## src/rtl/bus_fabric.sv

```systemverilog
// CPU-side bus fabric: region decode, per-region wait states, write strobes, registered read data.
// Optional: define BUS_WRITE_PROTECT_EN to honour RO_MASK and report violations on wp_fault.
module bus_fabric #(
  parameter int ADDRW = 16,
  parameter int DATAW = 8,
  parameter int SELW  = 1,
  parameter logic [4*(2**SELW)-1:0] WAITS   = '0,
  parameter logic [(2**SELW)-1:0]   RO_MASK = '0
) (
  input  logic                        clk_pix,
  input  logic                        rst_pix,
  input  logic [ADDRW-1:0]            cpu_addr,
  input  logic [DATAW-1:0]            cpu_dout,
  input  logic                        cpu_we,
  output logic [DATAW-1:0]            cpu_din,
  output logic                        cpu_rdy,
  output logic [(2**SELW)-1:0]        dev_sel,
  output logic [ADDRW-SELW-1:0]       dev_addr,
  output logic [DATAW-1:0]            dev_wdata,
  output logic                        dev_we,
  input  logic [DATAW*(2**SELW)-1:0]  dev_rdata,
  input  logic                        wp_clr,
  output logic                        wp_fault
);

  localparam int NREG = 2**SELW;

  typedef enum logic {IDLE, WAIT} state_t;

  state_t            state;
  logic [SELW-1:0]   r;
  logic [SELW-1:0]   reg_q;
  logic [3:0]        cnt;
  logic [3:0]        cnt_eff;
  logic [3:0]        cnt_nx;
  logic [3:0]        wait_r;
  logic              rdy;
  logic              ro_hit;
  logic              wp_q;
  logic              wp_nx;
  logic              unused_ok;
  logic [3:0]        wait_a  [NREG];
  logic [DATAW-1:0]  rdata_a [NREG];

  for (genvar i = 0; i < NREG; i++) begin : g_unpack
    assign wait_a[i]  = WAITS[4*i +: 4];
    assign rdata_a[i] = dev_rdata[DATAW*i +: DATAW];
  end

  assign dev_addr  = cpu_addr[ADDRW-SELW-1:0];
  assign dev_wdata = cpu_dout;
  assign wp_fault  = wp_q;
  assign unused_ok = ^{wp_clr, 1'b0};

  always_comb begin
    r       = cpu_addr[ADDRW-1 -: SELW];
    state   = (cnt == 4'd0) ? IDLE : WAIT;
    wait_r  = wait_a[r];
    // A region switch mid-stall restarts the count for the new region
    cnt_eff = (state == WAIT && reg_q == r) ? cnt : 4'd0;
    rdy     = (wait_r == 4'd0) || (cnt_eff == wait_r);
    cnt_nx  = rdy ? 4'd0 : cnt_eff + 4'd1;
`ifdef BUS_WRITE_PROTECT_EN
    ro_hit  = RO_MASK[r];
    wp_nx   = (rdy & cpu_we & ro_hit) | (wp_q & ~wp_clr);
`else
    ro_hit  = 1'b0;
    wp_nx   = 1'b0;
`endif
    cpu_rdy = rdy | rst_pix;
    dev_we  = rdy & cpu_we & ~ro_hit & ~rst_pix;
    dev_sel = '0;
    dev_sel[r] = 1'b1;
  end

  always_ff @(posedge clk_pix) begin
    if (rst_pix) begin
      cnt     <= 4'd0;
      reg_q   <= '0;
      cpu_din <= '0;
      wp_q    <= 1'b0;
    end else begin
      cnt  <= cnt_nx;
      wp_q <= wp_nx;
      if (!rdy)
        reg_q <= r;
      if (rdy && !cpu_we)
        cpu_din <= rdata_a[r];
    end
  end

endmodule

```

## config.mk

```make
export PLATFORM = sky130hd
export DESIGN_NAME = bus_fabric
export DESIGN_NICKNAME = d
export VERILOG_FILES = /design/src/rtl/bus_fabric.sv
export SDC_FILE = /design/constraint.sdc
export NUM_CORES = 1
export LEC_CHECK = 0
export BUFFER_PORTS_ARGS = -buffer_cell sky130_fd_sc_hd__buf_2
export CORE_ASPECT_RATIO = 0.9
export CORE_UTILIZATION = 27
export CTS_CLUSTER_DIAMETER = 100
export DETAILED_ROUTE_END_ITERATION = 10
export GPL_TIMING_DRIVEN = 1
export PLACE_DENSITY = 0.75
export RECOVER_POWER = 25
export SLEW_MARGIN = 30
export SYNTH_ARGS = -nofsm -noshare
export SYNTH_HDL_FRONTEND = slang
export SYNTH_SLANG_ARGS = --single-unit
```

## constraint.sdc

```tcl
create_clock -name clk_pix -period 0.8 [get_ports clk_pix]
set_input_delay 0.04 -clock clk_pix [delete_from_list [all_inputs] [get_ports clk_pix]]
set_output_delay 0.04 -clock clk_pix [all_outputs]
set_load 0.02 [all_outputs]
```

After elaboration in Yosys (flattened, before gate mapping)
Cells that the tools add are included.
{"block": "totals", "ff_bits": 13, "output_inout_bits": 36}
{"block": "op_classes", "n_addsub": 1, "bitwise_logic": 5, "n_mux": 9, "n_eq_ne": 2, "n_reduce_logical": 8, "magnitude_cmp": 3}
{"cell": "$mux W8", "count": 3}
{"cell": "$mux W4", "count": 3}
{"cell": "$logic_not A4 Y1", "count": 2}
{"cell": "$add A4 B1 Y4 const B", "count": 1}
{"cell": "$eq A4 B4 Y1", "count": 1}
{"cell": "$logic_and A1 B1 Y1", "count": 3}
{"cell": "$and A1 B1 Y1", "count": 2}
{"cell": "$ge A2 B2 Y1 const B", "count": 1}
{"cell": "$lt A1 B2 Y1 const B", "count": 1}
{"cell": "$mux W1", "count": 2}
{"cell": "$not A1 Y2", "count": 1}
{"cell": "$reduce_or A2 Y1", "count": 1}
{"cell": "$demux W1 S1", "count": 1}
{"cell": "$eq A1 B1 Y1", "count": 1}
{"cell": "$ge A1 B1 Y1 const B", "count": 1}
{"cell": "$logic_not A1 Y1", "count": 1}
{"cell": "$logic_or A1 B1 Y1", "count": 1}
{"cell": "$not A1 Y1", "count": 1}
{"cell": "$or A1 B1 Y1", "count": 1}

Longest topological paths before layout
Gate-level depths: netlist (run 1).
{"block": "logic_depth", "word_depth": 8, "ltp_mapped": 3, "ltp_nobuf": 2}

Worst setup path before layout (run 1)
No wires, ideal clock.
{"block": "synth_timing", "kind": "register to register", "start": "reg, netlist name cpu_din[0]", "end": "reg cpu_din[0]", "stages_incl_launch_ff": 3, "setup_time_ns": 0.086, "setup_slack_ns": 0.053, "arrival_time_ns": 0.662, "cell_sequence": "dfxtp_1 > nor2b_1 > a211oi_1"}
{"item": "end signal: assignment", "line_no": "88", "source": "cpu_din <= rdata_a[r];"}
{"item": "end: declaration", "line_no": "15", "source": "output logic [DATAW-1:0] cpu_din,"}

Final worst setup path (run 1)
{"block": "layout_timing", "start": "reg cpu_din[3]", "end": "out cpu_din[3]"}
No word-level cell between the ends.

==> results of run 1 <==
-- per-stage QoR --
stage	instance area, µm²	util (%)	setup WS [ns]
finish	601.8	30.54	0.03975
global route	601.8	30.54	0.00002232
CTS	580.6	29.46	0.0002473
detailed placement	550.5	27.94	0.02850
global placement	550.5	27.94	0.05630
floorplan	579.3	-	0.05287
-- worst max path at each step --
stage	startpoint	to	cells past startpoint
after floorplan	cpu_din[0]	cpu_din[0]	2
after global placement	cpu_addr[15]	cpu_din[7]	3
after global routing	cpu_din[0]	cpu_din[0]	1
final	cpu_din[3]	cpu_din[3]	1
after detailed placement	cpu_addr[15]	cpu_din[3]	3
after CTS	cpu_din[3]	cpu_din[3]	1
-- what timing repair did --
action                                  4_1_cts  5_1_grt
pin swaps                                     0        0
resized for setup                             3       10
endpoints found under the setup margin        3        7
hold buffers                                  0        0
-- power groups by stage --
stage | combinational, mW | clock [mW] | sequential (mW)
6_report | 0.249 | 0.314 | 0.447
5_1_grt | 0.271 | 0.354 | 0.452
4_1_cts | 0.241 | 0.331 | 0.444
3_5_place_dp | 0.235 | 0 | 0.452
3_3_place_gp | 0.231 | 0 | 0.450
2_1_floorplan | 0.283 | 0 | 0.488
-- placed cells by master, fill, tap and decap left out, drive strengths merged --
cell type   n
dfxtp       8
inv         2
buf        30
conb        2
a211oi      8
nor2b       8
nor2        1
clkbuf      3
mux2i       8
-- metal layers --
| metal | wire, µm | vias to the layer above | global-route usage, % |
|---|---|---|---|
| li1 | - | 198 | - |
| met1 | 376 | 171 | 8.300 |
| met2 | 554 | 28 | 17.87 |
| met3 | 138 | 10 | 4.333 |
| met4 | 42 | 0 | 12.78 |
| met5 | 0 | - | 0 |
-- cells by family after synthesis --
family	after synthesis
buffers and inverters	30
multiplexers	8
AND/OR/NAND/NOR	9
AO/OA/AOI/OAI	8
other	2
flip-flops	8
-- area by class of cell --
class | count | area, µm² | area share (%)
Clock buffer | 3 | 22.52 | 3.742
Inverter | 2 | 7.507 | 1.247
Multi-Input combinational cell | 27 | 201.4 | 33.47
Sequential cell | 8 | 165.2 | 27.44
Tap cell | 25 | 31.28 | 5.198
Timing Repair Buffer | 30 | 173.9 | 28.90
==> summary.txt, run 1 <==
Yosys
  • Dominant synthesized flop cell: dfxtp_1
  • Post-synth ARST share: 0%
  • Yosys top cell area share: roughly a third
  • Register bit total from synthesis: 8
  • Synth Area in Compound Gates: 10.37%
  • Most frequent cell after synthesis: buf_4
  • Most frequent cells after synthesis: buf_4, a211oi_1, dfxtp_1, mux2i_1, nor2b_1
  • Synth Area in Simple Gates: 9.287%
  • Synth Instances: 65
  • Xor/xnor share of the synthesized area: 0%
  • Synth Area in Adders: 0%
  • Synthesized cell area: 579.3 µm²
  • Register area share after synthesis: about 28%
  • Mux share of post-synthesis cell area: between 10 and 15%
  • Largest family of logic cells by synthesized area: buffers and inverters
  • Synth Net Count: 109
  • Number of synthesized flops with an enable pin: 0
  • Area leader, netlist: buf_4
  • Netlist cell types: 11
  • Synth warn: 0
  • Avg Cell Area, Syn: 8.912 µm²
  • Largest cells by area after synthesis: buf_4, dfxtp_1, mux2i_1, a211oi_1, nor2b_1

Detailed routing
  • Initial DRC count: 1
  • Detailed Route WL: between 1000 and 1500 µm
  • ANT nets after route: 0
  • Via count: 407
  • DR vias/cell: 4.284
  • WL per Instance: 11.71 µm
  • DRC viols: 0
  • Pre-antenna DRT Iters: 4

Final layout
  • # nets final: 116
  • # diodes: 0
  • Biggest regs: cpu_din (8)
  • Share of layout cells above drive strength 1: 54.29%
  • Area Overhead vs Synth: 3.888%
  • Max reg flops: 8
  • Post-Layout Cell Count: 95
  • Biggest register: cpu_din
  • Fillcell total: 232

Setup path
  • Slowest cell on crit path: dfxtp_1
  • Reg2Reg Depth: 2
  • Startpoint Class: register
  • RR Endpoint: cpu_din[3]
  • Crit Path Max Fanout: 2
  • WP data arrival: 0.72 ns
  • Worst Path Buf+Inv: 1
  • Cells along the critical path: buf_4
  • Max stage delay on crit path: ~0.33 ns
  • Setup CP Type: register to primary output
  • Reg-to-reg slack, setup: 0.13 ns
  • Crit path max-delay family: flip-flops
  • Crit path required time: 0.76 ns
  • RR Startpoint: cpu_din[3]
  • Worst setup EP type: primary output

Placement
  • GPL Wtd Cong: 0.6458
  • Placed Instances: 92
  • I/O Buffers: 30
  • Post-DP HPWL: ~880 µm

Power
  • Net Sw Frac: between 20% and 30%
  • Maximum VDD drop: 603.1 µV
  • Sequential power share: between 40% and 50%
  • Comb power frac: 24.6%
  • Net Sw Power: roughly 290 µW
  • PwrDens: 1679 mW/mm²
  • Cell-internal power: just over 700 µW
  • Power Total: 1.010 mW
  • Clk pwr share: 31.1%
  • Leakage power: 0.3052 nW

STA
  • Fin. Hold Viols: 0
  • Final min period: 0.7602 ns
  • FMAX: 1315 MHz
  • Final setup viols: 0
  • Fin crit share: 95.03%
  • Worst Clk Skew: 0 ns
  • Worst hold margin: between 0.07 and 0.08 ns
  • Final max-slew violation count: 0
  • Unrepaired setup endpoints after global routing: false
  • Setup TNS Final: 0 ns

Floorplan
  • Initial Util: 29.40%
  • Core area: 0.001971 mm²
  • Core Rows: 15
  • Die area: around 0.0023 mm²
  • Die Ht: about 46 µm
  • Ports: 80
  • Die Wd: 50.83 µm

Clock network
  • Clk_lat worst skew: 0.25 ns
  • CTS tree: built
  • Post-CTS Setup Repair Bufs: 0
  • CTS Sinks: 8
  • Worst-path clk slew: 0.06 ns
  • H-tree depth: 1
  • Num CTS Buffers: 3
  • CTS max path bufs: 2
  • CTS root buf: clkbuf_4

Global route
  • GRT Total Usage: 10.33%
  • GRT overflow: 0
  • First-pass GRT wire length: 1662 µm
  • Largest net degree at the start of global routing: 11
  • Vias in the first global route: 423
  • Initial antenna violation count: 0

Worst hold path
  • Hold Startpoint: rst_pix
  • Hold Crit Class: input port to register
  • Hold Path Sink: cpu_din[5]
  • Worst hold stages: 2

Run status
  • Status: finished clean

Run
  • Max-cap viol count: 0
(Power assumes the default switching activity.)
==> run 2: changes to the inputs <==
==> config.mk (replaced) <==
export PLATFORM = sky130hd
export DESIGN_NAME = bus_fabric
export DESIGN_NICKNAME = d
export VERILOG_FILES = /design/src/rtl/bus_fabric.sv
export SDC_FILE = /design/constraint.sdc
export NUM_CORES = 1
export LEC_CHECK = 0
export CORE_AREA = 2 2 39 41
export CTS_CLUSTER_DIAMETER = 100
export DETAILED_ROUTE_END_ITERATION = 10
export DIE_AREA = 0 0 41 43
export DONT_BUFFER_PORTS = 1
export GPL_TIMING_DRIVEN = 1
export PLACE_DENSITY = 0.6
export RECOVER_POWER = 25
export SLEW_MARGIN = 30
export SYNTH_ARGS = -nofsm -noshare
export SYNTH_HDL_FRONTEND = slang
export SYNTH_SLANG_ARGS = --single-unit
==> run 2 against run 1 <==
The flow now finishes with violations (negative hold slack). First-iteration DRC count grew to 7.0 times the previous value. Worst setup slack lost 0.0060 ns. Global-route usage grew 1.3 points. Worst hold slack lost 0.089 ns. Combinational power shrank 27%. Design area shrank 20%. Wire length shrank 16%. Highest routed layer unchanged.
==> summary.txt, run 2 (synthesized netlist as in run 1, its figures left out) <==
Clock network
  • Worst-path clk slew: 0.05 ns (about the same)
  • Clk_lat worst skew: 0.25 ns (about the same)
  • Post-CTS Setup Repair Bufs: 0 (unchanged)
  • CTS root buf: clkbuf_4
  • Num CTS Buffers: 3 (unchanged)
  • CTS tree: built
  • Hold Buf Count CTS: 1 (+1)
  • H-tree depth: 1 (unchanged)
  • CTS Sinks: 8 (unchanged)
  • CTS max path bufs: 2 (unchanged)

Run status
  • Failing checks: negative hold slack
  • Status: complete, but fails checks

Power
  • Maximum VDD drop: 1226 µV (+100%)
  • Leakage power: 0.2205 nW (-28%)
  • PwrDens: 1936 mW/mm² (+15%)

Global route
  • GRT Total Usage: 11.59% (+1.3 points)
  • Vias in the first global route: 262 (-38%)
  • First-pass GRT wire length: 1255 µm (-24%)
  • Largest net degree at the start of global routing: 11 (unchanged)
  • GRT overflow: 0 (unchanged)
  • Initial antenna violation count: 0 (unchanged)

Floorplan
  • Die Ht: 43 µm (-6.4%)
  • Die Wd: 41 µm (-19%)
  • Core Rows: 14 (-1)
  • Initial Util: 41.86% (+12 points)
  • Die area: 0.001763 mm² (-25%)
  • Ports: 80 (unchanged)
  • Core area: 0.001384 mm² (-30%)

STA
  • Final max-slew violation count: 0 (unchanged)
  • Fin. Hold Viols: 5 (+5)
  • Unrepaired setup endpoints after global routing: false
  • Final setup viols: 0 (unchanged)
  • Setup TNS Final: 0 ns (unchanged)
  • Worst Clk Skew: 0 ns (unchanged)
  • FMAX: 1305 MHz (-0.79%)
  • Final min period: 0.7663 ns (+0.006021 ns)
  • Fin crit share: 95.78% (+0.75 points)
  • Worst hold margin: -0.01541 ns (-0.08936 ns)

Setup path
  • Crit Path Max Fanout: 2 (unchanged)
  • RR Endpoint: cpu_din[2]
  • Reg2Reg Depth: 2 (unchanged)
  • Cells along the critical path: buf_4
  • Startpoint Class: register
  • Worst setup EP type: primary output
  • Number of cells on the critical path: 1 (unchanged)
  • Crit path max-delay family: flip-flops
  • CP Launch Point: cpu_din[1]
  • Max stage delay on crit path: 0.33 ns (about the same)
  • Worst Path Buf+Inv: 1 (unchanged)
  • WP data arrival: 0.73 ns (about the same)
  • Setup CP Type: register to primary output
  • Reg-to-reg slack, setup: 0.14 ns (about the same)
  • RR Startpoint: cpu_din[2]
  • Critical Path End: cpu_din[1]
  • Crit path required time: 0.76 ns (about the same)
  • Slowest cell on crit path: dfxtp_1

Run
  • Max-cap viol count: 0 (unchanged)

Final layout
  • Most frequent cells in the layout: mux2i_1, nor2b_1, a211oi_1, buf_4, dfxtp_1
  • Biggest regs: cpu_din (8)
  • Share of layout cells above drive strength 1: 28.57% (-26 points)
  • Max reg flops: 8 (unchanged)
  • Post-Layout Cell Count: 65 (-32%)
  • Area Overhead vs Synth: -16.41%
  • # nets final: 95 (-18%)
  • # diodes: 0 (unchanged)
  • Biggest register: cpu_din

Detailed routing
  • DRC viols: 0 (unchanged)
  • Pre-antenna DRT Iters: 4 (unchanged)
  • DR vias/cell: 5.169 (+21%)
  • Via count: 336 (-17%)
  • Initial DRC count: 7 (+6)
  • ANT nets after route: 0 (unchanged)
  • WL per Instance: 14.35 µm (+23%)
  • Detailed Route WL: 933 µm (-16%)

Worst hold path
  • Worst hold stages: 2 (unchanged)
  • Hold Crit Class: input port to register
  • Hold Startpoint: cpu_we

Placement
  • GPL Wtd Cong: 0.5696 (-12%)
  • Post-DP HPWL: 636.7 µm (-28%)
  • I/O Buffers: 0 (-100%)
  • Placed Instances: 61 (-34%)
-- run 2: layer usage --
| metal | GRT usage (%) | vias up | part of all wire, % |
|---|---|---|---|
| met2 | 14.37 | 25 | 44 |
| met4 | 6.667 | 0 | 1.6 |
| met5 | 0 | - | 0 |
| met3 | 7.853 | 4 | 14 |
| met1 | 14.33 | 153 | 40 |
| li1 | - | 154 | - |
-- run 2: worst min-delay path by stage --
| stage | endpoint | slack (ns) |
|---|---|---|
| 4_1_cts | cpu_din[6] | -0.02 |
| 6_report | cpu_din[5] | -0.02 |
| 5_1_grt | cpu_din[1] | -0.01 |
| 2_1_floorplan | dev_addr[0] | 0.19 |
| 3_3_place_gp | dev_addr[6] | 0.08 |
| 3_5_place_dp | dev_addr[6] | 0.08 |
-- run 2: cell type report --
cell class                      count  area [µm²]
Clock buffer                        3       22.52
Fill cell                         145       899.6
Inverter                            2       7.507
Multi-Input combinational cell     27       201.4
Sequential cell                     8       162.7
Tap cell                           16       20.02
Timing Repair Buffer                9       70.07
-- run 2: where the power goes --
group          leakage, nW  switching, mW  internal [mW]
sequential          0.0671         0.0144          0.430
clock               0.0138          0.139          0.172
combinational        0.140         0.0985         0.0839
-- run 2: through the flow --
step / area (µm²) / utilization, % / power (mW) / worst slack [ns] / hold WS [ns]
final: 484.2 / 34.99 / 0.9375 / 0.03373 / -0.01541
after global routing: 484.2 / 34.99 / 0.9927 / 0.0001253 / -0.01053
after CTS: 481.7 / 34.81 / 0.9473 / 0.02044 / -0.01542
after detailed placement: 449.2 / 32.46 / 0.6255 / 0.1573 / 0.08014
after global placement: 449.2 / 32.46 / 0.6232 / 0.1782 / 0.08014
after floorplan: 579.3 / - / 0.7709 / 0.05287 / 0.1926
-- run 2: what timing repair did --
action,CTS,global route
setup endpoints to repair,0,2
resized for setup,0,2
hold endpoints to repair,8,3
==> run 3: changes to the inputs <==
--- a/config.mk
+++ b/config.mk
@@ -11,8 +11,9 @@
 export DIE_AREA = 0 0 41 43
 export DONT_BUFFER_PORTS = 1
 export GPL_TIMING_DRIVEN = 1
-export PLACE_DENSITY = 0.6
+export PLACE_DENSITY = 0.58
 export RECOVER_POWER = 25
+export SETUP_SLACK_MARGIN = 0.2
 export SLEW_MARGIN = 30
 export SYNTH_ARGS = -nofsm -noshare
 export SYNTH_HDL_FRONTEND = slang
==> constraint.sdc (replaced) <==
create_clock -name clk_pix -period 0.95 [get_ports clk_pix]
set_input_delay 0.0475 -clock clk_pix [delete_from_list [all_inputs] [get_ports clk_pix]]
set_output_delay 0.0475 -clock clk_pix [all_outputs]
set_load 0.02 [all_outputs]
==> run 3 against run 2 <==
Clock-buffer cell count stayed put. The flow still finishes with violations (negative hold slack). Largest power group unchanged. Worst hold slack worse by 0.12 ns. Combinational power down 12%. Largest cell class unchanged. Sequential share of layout area shrank 0.34 points. Highest routed layer unchanged.
==> summary.txt, run 3 (synthesized netlist as in run 1, its figures left out) <==
Detailed routing
  • DR vias/cell: 5.063 (-2.1%)
  • Detailed Route WL: 930 µm (-0.32%)
  • Initial DRC count: 1 (-6)
  • Via count: 324 (-3.6%)
  • WL per Instance: 14.53 µm (+1.2%)
  • DRC viols: 0 (unchanged)
  • Pre-antenna DRT Iters: 2 (-2)
  • ANT nets after route: 0 (unchanged)

Setup path
  • Cells along the critical path: buf_6
  • Setup CP Type: register to primary output
  • Startpoint Class: register
  • Worst Path Buf+Inv: 1 (unchanged)
  • Reg-to-reg slack, setup: 0.29 ns (+0.15 ns)
  • Slowest cell on crit path: dfxtp_2
  • RR Startpoint: cpu_din[5]
  • RR Endpoint: cpu_din[5]
  • Crit path required time: 0.90 ns (+0.14 ns)
  • Max stage delay on crit path: 0.33 ns (about the same)
  • Reg2Reg Depth: 2 (unchanged)
  • Worst setup EP type: primary output
  • WP data arrival: 0.69 ns (-0.04 ns)
  • Crit Path Max Fanout: 2 (unchanged)
  • Crit path max-delay family: flip-flops

Global route
  • Initial antenna violation count: 0 (unchanged)
  • Largest net degree at the start of global routing: 11 (unchanged)
  • Vias in the first global route: 290 (+11%)
  • GRT Total Usage: 11.28% (-0.31 points)
  • GRT overflow: 0 (unchanged)
  • First-pass GRT wire length: 1311 µm (+4.5%)

STA
  • Final min period: approximately 0.73 ns
  • Final setup viols: 0 (unchanged)
  • Worst Clk Skew: 0 ns (unchanged)
  • Setup TNS Final: 0 ns (unchanged)
  • Worst hold margin: -0.1364 ns (-0.1210 ns)
  • Unrepaired setup endpoints after global routing: true
  • Fin crit share: 77.19%
  • FMAX: between 1000 and 1500 MHz
  • Fin. Hold Viols: 8 (+3)
  • Final max-slew violation count: 0 (unchanged)

Power
  • Net Sw Power: 194.2 µW (-23%)
  • Power Total: 787.7 µW (-16%)
  • Cell-internal power: 593.5 µW (-14%)
  • Sequential power share: 48.6% (+1.1 points)
  • Comb power frac: 20.3% (+0.8 points)
  • Clk pwr share: 31.1% (-2.0 points)
  • Maximum VDD drop: 562.2 µV (-54%)
  • Net Sw Frac: 24.65% (-2.2 points)
  • Leakage power: 0.2256 nW (+2.3%)
  • PwrDens: 1539 mW/mm² (-21%)

Floorplan
  • Initial Util: 41.86% (unchanged)
  • Core area: 0.001384 mm² (unchanged)
  • Die area: 0.001763 mm² (unchanged)
  • Ports: 80 (unchanged)
  • Die Ht: 43 µm (unchanged)
  • Core Rows: 14 (unchanged)
  • Die Wd: 41 µm (unchanged)

Clock network
  • Post-CTS Setup Repair Bufs: 0 (unchanged)
  • H-tree depth: 1 (unchanged)
  • CTS root buf: clkbuf_4
  • CTS tree: built
  • CTS max path bufs: 2 (unchanged)
  • Num CTS Buffers: 3 (unchanged)
  • Clk_lat worst skew: 0.24 ns (about the same)
  • CTS Sinks: 8 (unchanged)
  • Worst-path clk slew: 0.05 ns (about the same)

Run
  • Max-cap viol count: 0 (unchanged)

Worst hold path
  • Hold Startpoint: rst_pix
  • Hold Crit Class: input port to register
  • Hold Path Sink: cpu_din[3]
  • Worst hold stages: 1 (-1)

Run status
  • Status: complete, but fails checks
  • Failing checks: negative hold slack

Final layout
  • Share of layout cells above drive strength 1: 41.67% (+13 points)
  • # nets final: 94 (-1.1%)
  • Max reg flops: 8 (unchanged)
  • Most frequent cells in the layout: mux2i_1, nor2b_1, a211oi_1, dfxtp_2, buf_6
  • Area Overhead vs Synth: -11.66%
  • Biggest regs: cpu_din (8)
  • Biggest register: cpu_din
  • Final core occ: 36.98% (+2.0 points)
  • # diodes: 0 (unchanged)

Placement
  • GPL Wtd Cong: 0.5817 (+2.1%)
  • I/O Buffers: 0 (unchanged)
## run 3: power groups by stage
stage | Combinational, mW | Clock, mW | Sequential [mW]
floorplan | 0.238 | 0 | 0.411
finish | 0.160 | 0.245 | 0.383
detailed placement | 0.146 | 0 | 0.380
global route | 0.171 | 0.272 | 0.385
global placement | 0.145 | 0 | 0.380
CTS | 0.162 | 0.256 | 0.383
## run 3: cell type report
cell class | count | area, µm²
multi-input combinational | 27 | 201.4
sequential | 8 | 170.2
inverter | 2 | 7.507
fill | 146 | 872.1
timing repair buffer | 8 | 90.09
clock buffer | 3 | 22.52
tap | 16 | 20.02
## run 3: metal layers
metal	track usage (%)	vias up	wire length, µm
li1	-	154	-
met1	12.01	143	319
met2	16.25	21	463
met3	3.665	6	131
met4	10.67	0	15
met5	0	-	0
## run 3: stage by stage
step / hold slack, ns / std cells / area [µm²] / setup WS (ns)
after floorplan: 0.2076 / 65 / 579.3 / 0.2029
after global placement: 0.09514 / 61 / 449.2 / 0.3226
after detailed placement: 0.09514 / 61 / 449.2 / 0.3053
after CTS: -0.1455 / 64 / 511.7 / 0.2095
after global routing: -0.1513 / 64 / 511.7 / 0.1904
final: -0.1364 / 64 / 511.7 / 0.2167
## run 3: worst max path at each step
stage          cells after the start  slack (ns)         end  startpoint
3_5_place_dp                       2        0.31  cpu_din[5]  cpu_din[5]
4_1_cts                            1        0.21  cpu_din[6]  cpu_din[6]
5_1_grt                            1        0.19  cpu_din[6]  cpu_din[6]
6_report                           1        0.22  cpu_din[3]  cpu_din[3]
2_1_floorplan                      2        0.20  cpu_din[0]  cpu_din[0]
3_3_place_gp                       2        0.32  cpu_din[6]  cpu_din[6]
## run 3: worst register-to-register path, cell delays in order (launching register included)
cell,delay (ns)
dfxtp_2,0.33
nor2b_1,0.04
a211oi_1,0.20
## run 3: what timing repair did
item	4_1_cts	5_1_grt
setup endpoints to repair	8	7
resized for setup	16	0
hold endpoints to repair	8	8
